<file path="src/rtl/pipe_ctrl_pkg.sv">
// Shared pipeline-control types: FSM encodings and mult/div timing defaults.
// Imported by hazard_ctrl and md_timer.
package pipe_ctrl_pkg;

    typedef enum logic [1:0] {
        RUN     = 2'd0,
        MD_WAIT = 2'd1
    } hc_state_e;

    localparam int MD_CYCLES_DEF = 32;
    localparam int MD_W          = 6;

endpackage

</file>
<file path="src/rtl/md_timer.sv">
// Mult/div latency down-counter: load starts a run of value+1 busy cycles;
// done flags the last busy cycle.
module md_timer
    import pipe_ctrl_pkg::*;
#(
    parameter int W = MD_W
) (
    input  logic         clk,
    input  logic         rst,
    input  logic         load,
    input  logic [W-1:0] value,
    output logic         busy,
    output logic         done
);

    logic [W-1:0] cnt_q, cnt_d;
    logic         busy_q, busy_d;

    always_comb begin
        cnt_d  = cnt_q;
        busy_d = busy_q;
        if (load) begin
            cnt_d  = value;
            busy_d = 1'b1;
        end else if (busy_q) begin
            if (cnt_q == '0) begin
                busy_d = 1'b0;
            end else begin
                cnt_d = cnt_q - 1'b1;
            end
        end
    end

    always_ff @(posedge clk or negedge rst) begin
        if (!rst) begin
            cnt_q  <= '0;
            busy_q <= 1'b0;
        end else begin
            cnt_q  <= cnt_d;
            busy_q <= busy_d;
        end
    end

    assign busy = busy_q;
    assign done = busy_q && (cnt_q == '0);

endmodule

</file>
<file path="src/rtl/hazard_ctrl.sv">
// Pipeline hazard control: load-use stall, branch/jump flush, mult/div wait.
// Define HAZ_MULDIV_EN to build in the mult/div sequencing FSM.
module hazard_ctrl
    import pipe_ctrl_pkg::*;
#(
    parameter int MD_CYCLES = MD_CYCLES_DEF,
    parameter int STAT_W    = 16
) (
    input  logic              clk,
    input  logic              rst,
    input  logic [4:0]        id_rs,
    input  logic [4:0]        id_rt,
    input  logic [4:0]        ex_rt,
    input  logic              ex_mem_read,
    input  logic              ex_branch_taken,
    input  logic              id_jump,
    input  logic              id_md_start,
    input  logic              id_md_use,
    output logic              pc_write,
    output logic              ifid_write,
    output logic              ifid_flush,
    output logic              idex_bubble,
    output logic              md_busy,
    output logic [1:0]        state,
    output logic [STAT_W-1:0] stall_cnt,
    output logic [STAT_W-1:0] flush_cnt
);

    logic load_use;
    logic md_stall;
    logic [STAT_W-1:0] stall_q, stall_d;
    logic [STAT_W-1:0] flush_q, flush_d;

    assign load_use = ex_mem_read && (ex_rt != 5'd0) &&
                      ((ex_rt == id_rs) || (ex_rt == id_rt));

`ifdef HAZ_MULDIV_EN
    hc_state_e state_q, state_d;
    logic      issue;
    logic      md_done;
    logic      tmr_busy;

    // A flushed or stalled mult/div is dropped here and re-issues later.
    assign issue = (state_q == RUN) && id_md_start &&
                   !ex_branch_taken && !load_use;
    assign md_stall = (state_q == MD_WAIT) && id_md_use;

    md_timer #(
        .W(MD_W)
    ) u_md_timer (
        .clk  (clk),
        .rst  (rst),
        .load (issue),
        .value(MD_W'(MD_CYCLES - 1)),
        .busy (tmr_busy),
        .done (md_done)
    );

    always_comb begin
        state_d = state_q;
        unique case (state_q)
            RUN:     if (issue) state_d = MD_WAIT;
            MD_WAIT: if (md_done) state_d = RUN;
            default: state_d = RUN;
        endcase
    end

    always_ff @(posedge clk or negedge rst) begin
        if (!rst) begin
            state_q <= RUN;
        end else begin
            state_q <= state_d;
        end
    end

    assign state   = state_q;
    assign md_busy = tmr_busy;
`else
    logic unused_md;

    assign unused_md = ^{id_md_start, id_md_use, MD_W'(MD_CYCLES - 1)};
    assign md_stall  = 1'b0;
    assign state     = RUN;
    assign md_busy   = 1'b0;
`endif

    always_comb begin
        pc_write    = 1'b1;
        ifid_write  = 1'b1;
        ifid_flush  = 1'b0;
        idex_bubble = 1'b0;
        if (!rst) begin
            pc_write    = 1'b0;
            ifid_write  = 1'b0;
            ifid_flush  = 1'b1;
            idex_bubble = 1'b1;
        end else if (ex_branch_taken) begin
            ifid_flush  = 1'b1;
            idex_bubble = 1'b1;
        end else if (load_use || md_stall) begin
            pc_write    = 1'b0;
            ifid_write  = 1'b0;
            idex_bubble = 1'b1;
        end else if (id_jump) begin
            ifid_flush  = 1'b1;
        end
    end

    always_comb begin
        stall_d = stall_q;
        flush_d = flush_q;
        if (!pc_write && (stall_q != '1)) stall_d = stall_q + 1'b1;
        if (ifid_flush && (flush_q != '1)) flush_d = flush_q + 1'b1;
    end

    always_ff @(posedge clk or negedge rst) begin
        if (!rst) begin
            stall_q <= '0;
            flush_q <= '0;
        end else begin
            stall_q <= stall_d;
            flush_q <= flush_d;
        end
    end

    assign stall_cnt = stall_q;
    assign flush_cnt = flush_q;

endmodule

</file>
<file path="config.mk">
export PLATFORM = sky130hd
export DESIGN_NAME = hazard_ctrl
export DESIGN_NICKNAME = d
export VERILOG_FILES = /design/src/rtl/pipe_ctrl_pkg.sv /design/src/rtl/md_timer.sv /design/src/rtl/hazard_ctrl.sv
export SDC_FILE = /design/constraint.sdc
export NUM_CORES = 1
export LEC_CHECK = 0
export BUFFER_PORTS_ARGS = -buffer_cell sky130_fd_sc_hd__buf_2
export CORE_UTILIZATION = 49
export CTS_CLUSTER_SIZE = 40
export DETAILED_ROUTE_END_ITERATION = 8
export GPL_TIMING_DRIVEN = 1
export PLACE_DENSITY = 0.79
export SLEW_MARGIN = 10
export SYNTH_ARGS = -nofsm -noshare
export SYNTH_HDL_FRONTEND = slang
export SYNTH_SLANG_ARGS = --single-unit
</file>
<file path="constraint.sdc">
create_clock -name clk -period 2.42 [get_ports clk]
set_clock_uncertainty 0.2 [all_clocks]
set_input_delay 0.242 -clock clk [delete_from_list [all_inputs] [get_ports clk]]
set_output_delay 0.242 -clock clk [all_outputs]
set_load 0.01 [all_outputs]
</file>
==> reports/qor.yml, run 1 <==
drt:
  wl_met1_um: 1544
  wl_met3_um: 145
  highest_layer: "met4"
  wl_um: 3392
  routed-via-count: 1407
  drc: 0
  drt_iter0_drc: 76
  vias_per_cell: 5.025
  wl_met2_um: 1639
  wire_per_inst_um: 12.11
  antenna_left: 0
  dr.pass1.iters: 4
layout:
  nets: 257
  fillCellCount: 280
  diodes: 0
  area_growth_pct: 25.62
  drive_gt1_frac: 0.3291
synthesis:
  yosysWarnings: 0
  yosys.area.top_type: "dfrtp_1"
  ys_seq_area_frac: 0.4658
  synthTopCellsByArea: "dfrtp_1 (47%), xnor2_1 (10%), xor2_1 (9.7%)"
  synth_area_um2: 1719
  synth_top_area_share: 0.4658
  ys_ff_latch: 32
  avgSynthCellArea_um2: 10.11
  synthFlopType: "dfrtp_1"
  synth_cell_types: 33
  synth-edff-count: 0
  synthesis.instances: 170
  async_flop_share: 1.000
critical_path:
  crit_path_start_kind: "register"
  crit_required_ns: 2.45
  crit_arrival_ns: 2.36
  worstReg2RegStart: "stall_cnt[0]$_DFFE_PN0P_"
  rrSetupSlack_ns: 0.09
  r2r_cells: 7
  cp-end-kind: "register"
  critPathMaxFanout: 16
  worstSetupPathType: "reg -> reg"
  r2r-end: "stall_cnt[1]$_DFFE_PN0P_"
sta:
  fmax_mhz: 429.0
  final-hold-violation-count: 0
  period_needed_ns: 2.331
  finalWorstSetupSlack_ns: 0.08888
  setup_violations: 0
  final.period_utilization: 0.9633
  finalSetupTns_ns: 0
  whs_ns: 0.1085
  maxSlewViolCount: 0
  rsz0062_at_grt: "false"
die:
  start_util: 0.5152
  die_area_um2: 3749
  fp.dieH_um: 61.23
  die_x_um: 61.23
  io_pins: 61
  core-area_um2: 3337
  std_cell_rows: 21
clocking:
  clk_path_buf_depth: 2
  cts.sinks: 32
  clk_latency_ns: 0.34
  cts_tree: "yes"
  cts_buffers: 5
  cts.clk_slew.worst_paths_ns: 0.11
  root_buffer: "clkbuf_4"
  cts-htree-levels: 2
pwr:
  p_per_area_nw_per_um2: 879.6
  p_leak_uw: 0.001047
  power_uw: 1900
  p_switching_uw: 700.4
  irDropWorstVdd_mv: 0.5608
  clockPowerShare: 0.215
  power_frac_comb: 0.316
  seq_power_share: 0.469
  switching_share: 0.3687
  internal_power_uw: 1199
global_route:
  grt_pass1_vias: 1345
  grtUsageTotal: 0.2058
  overflow: 0
  grt_pass1_wl_um: 5623
  antenna_found_initial: 0
  grt_max_degree: 22
placed_design:
  dp_slack_ns: 0.02215
  portBuffers: 55
  place.gp.congestion: 0.8373
  hpwl_um: 2562
min_path:
  hp-class: "in -> reg"
  holdPathEnd: "flush_cnt[12]$_DFFE_PN0P_"
  holdPathStages: 3
  min_from: "id_jump"
job:
  drv_cap: 0
outcome:
  status: "finished clean"
-- routing by layer --
metal / GRT usage / vias to the layer above
met1: 0.2534 / 656
li1: - / 700
met4: 0.1071 / 0
met2: 0.3401 / 41
met5: 0 / -
met3: 0.04412 / 10
-- synth_stat cells, types with 2 or more instances --
library cell and n:
nand3_1 14, and3_1 3, nor3_1 11, nor2_1 10, nor4_1 4, mux2_2 2
nand2b_1 4, ha_1 2, a21o_1 2, buf_4 4, xnor2_1 20, inv_1 4
nand2_1 16, xor2_1 19, dfrtp_1 32, nand4_1 3, and4_1 4
-- power by group through the flow --
stage | logic, uW | registers, uW | clock network (uW)
after global routing | 689 | 920 | 438
after detailed placement | 602 | 898 | 0
after global placement | 587 | 896 | 0
after floorplan | 292 | 943 | 0
final | 600 | 891 | 409
after CTS | 606 | 891 | 419
-- final cells by class --
cell class | instances | area, um^2 | area share
Clock buffer | 5 | 37.54 | 0.01738
Clock inverter | 3 | 42.54 | 0.01970
Inverter | 4 | 15.01 | 0.006952
Multi-Input combinational cell | 130 | 878.3 | 0.4067
Sequential cell | 32 | 800.8 | 0.3708
Tap cell | 46 | 57.56 | 0.02665
Timing Repair Buffer | 60 | 327.8 | 0.1518
-- cell families (layout without fill, tap and decap cells) --
logic type | after synthesis | in the layout | synth area share
buffers and inverters | 10 | 72 | 0.03566
AO/OA/AOI/OAI | 9 | 9 | 0.03858
AND/OR/NAND/NOR | 75 | 75 | 0.2314
adder cells (fa/ha/maj) | 2 | 2 | 0.01455
flip-flops | 32 | 32 | 0.4658
other | 1 | 3 | 0.002181
multiplexers | 2 | 2 | 0.01310
XOR/XNOR | 39 | 39 | 0.1987
-- sequential cells by signal (all words and copies together), names as in the netlist --
register	cells
stall_cnt	16
flush_cnt	16
-- stage by stage --
step,instance area (um^2),cells,utilization
6_report,2160,280,0.6472
5_1_grt,2160,280,0.6472
4_1_cts,2146,280,0.6430
3_5_place_dp,2056,271,0.6160
3_3_place_gp,2056,271,0.6160
2_1_floorplan,1727,172,-
-- how the worst max path moves through the flow --
stage / from / endpoint / depth (start not counted) / slack [ns]
6_report: stall_cnt[0]$_DFFE_PN0P_ / stall_cnt[1]$_DFFE_PN0P_ / 7 / 0.09
5_1_grt: stall_cnt[0]$_DFFE_PN0P_ / stall_cnt[1]$_DFFE_PN0P_ / 7 / 0.006
4_1_cts: stall_cnt[0]$_DFFE_PN0P_ / stall_cnt[1]$_DFFE_PN0P_ / 7 / 0.02
3_5_place_dp: stall_cnt[0]$_DFFE_PN0P_ / stall_cnt[1]$_DFFE_PN0P_ / 7 / 0.02
3_3_place_gp: flush_cnt[0]$_DFFE_PN0P_ / flush_cnt[9]$_DFFE_PN0P_ / 7 / 0.14
2_1_floorplan: stall_cnt[0]$_DFFE_PN0P_ / stall_cnt[10]$_DFFE_PN0P_ / 8 / 0.15
-- layout by cell type, fill, tap and decap left out, types with 2 or more instances in the layout --
| cell type | Yosys | routed |
|---|---|---|
| buf_2 | 1 | 55 |
| and4_1 | 4 | 4 |
| xor2_1 | 19 | 19 |
| and3_1 | 3 | 3 |
| nor4_2 | 1 | 2 |
| nand4_1 | 3 | 3 |
| clkbuf_4 | 0 | 5 |
| mux2_2 | 2 | 2 |
| buf_4 | 4 | 3 |
| nand2b_1 | 4 | 4 |
| nand2_1 | 16 | 16 |
| dfrtp_1 | 32 | 32 |
| nor4_1 | 4 | 3 |
| nor3_1 | 11 | 11 |
| conb_1 | 1 | 3 |
| inv_1 | 4 | 4 |
| xnor2_1 | 20 | 20 |
| ha_1 | 2 | 2 |
| nand3_1 | 14 | 14 |
| nor2_1 | 10 | 10 |
-- critical path, stage by stage (launching register included) --
cell      delay (ns)
dfrtp_1         0.43
ha_1            0.21
and4_1          0.25
nor4bb_2        0.35
nor3_1          0.11
a21oi_2         0.20
buf_12          0.16
mux2_2          0.33
-- timing repair --
item | CTS | global route
hold buffers | 1 | 0
resized for setup | 0 | 3
setup endpoints to repair | 0 | 7
setup buffers | 0 | 0
endpoints found under the hold margin | 32 | 0
(Power assumes the default switching activity.)
==> inputs of run 2 (changes only) <==
--- a/config.mk
+++ b/config.mk
@@ -6,6 +6,7 @@
 export NUM_CORES = 1
 export LEC_CHECK = 0
 export BUFFER_PORTS_ARGS = -buffer_cell sky130_fd_sc_hd__buf_2
+export CORE_ASPECT_RATIO = 0.6
 export CORE_UTILIZATION = 49
 export CTS_CLUSTER_SIZE = 40
 export DETAILED_ROUTE_END_ITERATION = 8
==> reports/qor.yml, run 2 (synthesis results as in run 1) <==
global_route:
  antenna_found_initial: 0  # unchanged
  overflow: 0  # unchanged
  grtUsageTotal: 0.2060  # +0.0002200
  grt_pass1_wl_um: 5713  # +1.6%
  grt_max_degree: 34  # +55%
  grt_pass1_vias: 1262  # -6.2%
critical_path:
  crit_arrival_ns: 2.27  # -0.09 ns
  path_cells: "ha_1 -> and4_1 -> nor4bb_4 -> nor3_1 -> a21oi_2 -> buf_12 -> mux2_2"
  critPathMaxStageDelay_ns: 0.40  # -0.03 ns
  cp_slowest_cell: "dfrtp_1"
  crit_start: "stall_cnt[1]$_DFFE_PN0P_"
  crit_path_end: "stall_cnt[1]$_DFFE_PN0P_"
  worstSetupPathType: "reg -> reg"
  cp_top_family: "simple AND/OR/NAND/NOR gates"
  crit_required_ns: 2.39  # -0.06 ns
  rrSetupSlack_ns: 0.12  # +0.03 ns
  r2r_cells: 7  # unchanged
  crit_path_start_kind: "register"
  critPathMaxFanout: 16  # unchanged
  cp_num_cells: 7  # unchanged
  cp-end-kind: "register"
  worst-path-buf-inv: 1  # unchanged
  r2r-end: "stall_cnt[1]$_DFFE_PN0P_"
  worstReg2RegStart: "stall_cnt[1]$_DFFE_PN0P_"
die:
  std_cell_rows: 16  # -24%
  fp.dieH_um: 47.88  # -22%
  start_util: 0.5205  # +0.005269
  die_area_um2: 3757  # +0.21%
  core-area_um2: 3303  # -1.0%
  die_x_um: 78.47  # +28%
  io_pins: 61  # unchanged
layout:
  diodes: 0  # unchanged
  stdcell_area_um2: 2195  # +1.6%
  fillCellCount: 287  # +2.5%
  final_cell_mix: "buf_2 (55), dfrtp_1 (32), xnor2_1 (20), xor2_1 (19), nand2_1 (16)"
  final_common_cell: "buf_2"
  drive_gt1_frac: 0.3319  # +0.002855
  area_growth_pct: 27.66
  nets: 258  # +0.39%
  layout.cells.non_filler: 280  # unchanged
clocking:
  post_cts_buffers: 0  # unchanged
  cts_tree: "yes"
  cts-htree-levels: 2  # unchanged
  root_buffer: "clkbuf_8"
  cts.sinks: 32  # unchanged
  cts.clk_slew.worst_paths_ns: 0.06  # -0.05 ns
  cts_buffers: 5  # unchanged
  clk_path_buf_depth: 2  # unchanged
  clk_latency_ns: 0.28  # -0.06 ns
drt:
  wl_um: 3784  # +12%
  routed-via-count: 1462  # +3.9%
  vias_per_cell: 5.221  # +3.9%
  dr.pass1.iters: 4  # unchanged
  drc: 0  # unchanged
  drt_iter0_drc: 36  # -53%
  wire_per_inst_um: 13.51  # +12%
  antenna_left: 0  # unchanged
pwr:
  internal_power_uw: 1231  # +2.7%
  switching_share: 0.3686  # about the same
  p_switching_uw: 718.8  # +2.6%
  irDropWorstVdd_mv: 0.6434  # +15%
  power_frac_comb: 0.326  # +0.010
  seq_power_share: 0.456  # -0.013
  clockPowerShare: 0.218  # +0.003
  p_leak_uw: 0.001074  # +2.6%
  p_per_area_nw_per_um2: 888.7  # +1.0%
job:
  drv_cap: 0  # unchanged
placed_design:
  dp.cells: 271  # unchanged
  dpl_cell_area_um2: 2062  # +0.30%
  hpwl_um: 2817  # +9.9%
  dp_slack_ns: 0.01122  # -0.01093 ns
  portBuffers: 55  # unchanged
  place.gp.congestion: 0.8279  # -1.1%
sta:
  final-hold-violation-count: 0  # unchanged
  finalWorstSetupSlack_ns: 0.1200  # +0.03110 ns
  setup_violations: 0  # unchanged
  final.period_utilization: 0.9504  # -0.01285
  finalSetupTns_ns: 0  # unchanged
  maxSlewViolCount: 0  # unchanged
  period_needed_ns: 2.300  # -0.03110 ns
  rsz0062_at_grt: "true"
  fmax_mhz: 434.8  # +1.4%
min_path:
  hp-class: "in -> reg"
outcome:
  status: "finished clean"
run 2: changes by cell type in the layout (fill, tap and decap cells not counted), sizes merged:
cell,change
buf,+1
clkinv,-1
clkbuf,+2
bufinv,-1
run 2: metrics by stage:
stage	power, uW	utilization	hold WS, ns
CTS	1959	0.6557	0.1769
finish	1950	0.6644	0.1918
global route	2084	0.6644	0.1962
global placement	1502	0.6242	0.1375
floorplan	1235	-	-0.2536
detailed placement	1526	0.6242	0.1391
run 2: tightest hold or removal path, delay by kind of cell:
kind / cells / cell delay (ns)
multiplexers: 1 / 0.21
buffers and inverters: 1 / 0.10
AO/OA/AOI/OAI: 1 / 0.08
run 2: per-layer routing:
| layer | vias up | track usage | wire [um] |
|---|---|---|---|
| li1 | 703 | - | - |
| met1 | 709 | 0.2837 | 1838 |
| met2 | 48 | 0.3158 | 1671 |
| met3 | 2 | 0.06476 | 255 |
| met4 | 0 | 0.06667 | 19 |
| met5 | - | 0 | 0 |
run 2: power by group through the flow:
| stage | sequential, uW | combinational [uW] | clock, uW |
|---|---|---|---|
| 6_report | 890 | 635 | 425 |
| 4_1_cts | 886 | 634 | 438 |
| 3_5_place_dp | 894 | 632 | 0 |
| 3_3_place_gp | 887 | 614 | 0 |
| 5_1_grt | 920 | 709 | 455 |
| 2_1_floorplan | 943 | 292 | 0 |
run 2: final cells by class:
cell class | instances | area [um^2] | area share
multi-input combinational | 130 | 893.4 | 0.4071
sequential | 32 | 800.8 | 0.3649
timing repair buffer | 61 | 335.3 | 0.1528
clock buffer | 7 | 86.33 | 0.03934
tap | 45 | 56.30 | 0.02566
inverter | 4 | 15.01 | 0.006842
clock inverter | 1 | 7.507 | 0.003421
run 2: timing repair:
item                                   CTS  global route
setup endpoints to repair                0            19
endpoints found under the hold margin   32             0
gates resized for setup                  0             5
hold buffers                             1             0
run 2: worst min-delay path by stage:
stage	start	cells after the start	end
after floorplan	rst	0	flush_cnt[0]$_DFFE_PN0P_
after global placement	rst	2	flush_cnt[12]$_DFFE_PN0P_
after detailed placement	rst	2	flush_cnt[15]$_DFFE_PN0P_
after CTS	id_jump	3	flush_cnt[12]$_DFFE_PN0P_
after global routing	id_jump	3	flush_cnt[12]$_DFFE_PN0P_
final	id_jump	3	flush_cnt[12]$_DFFE_PN0P_
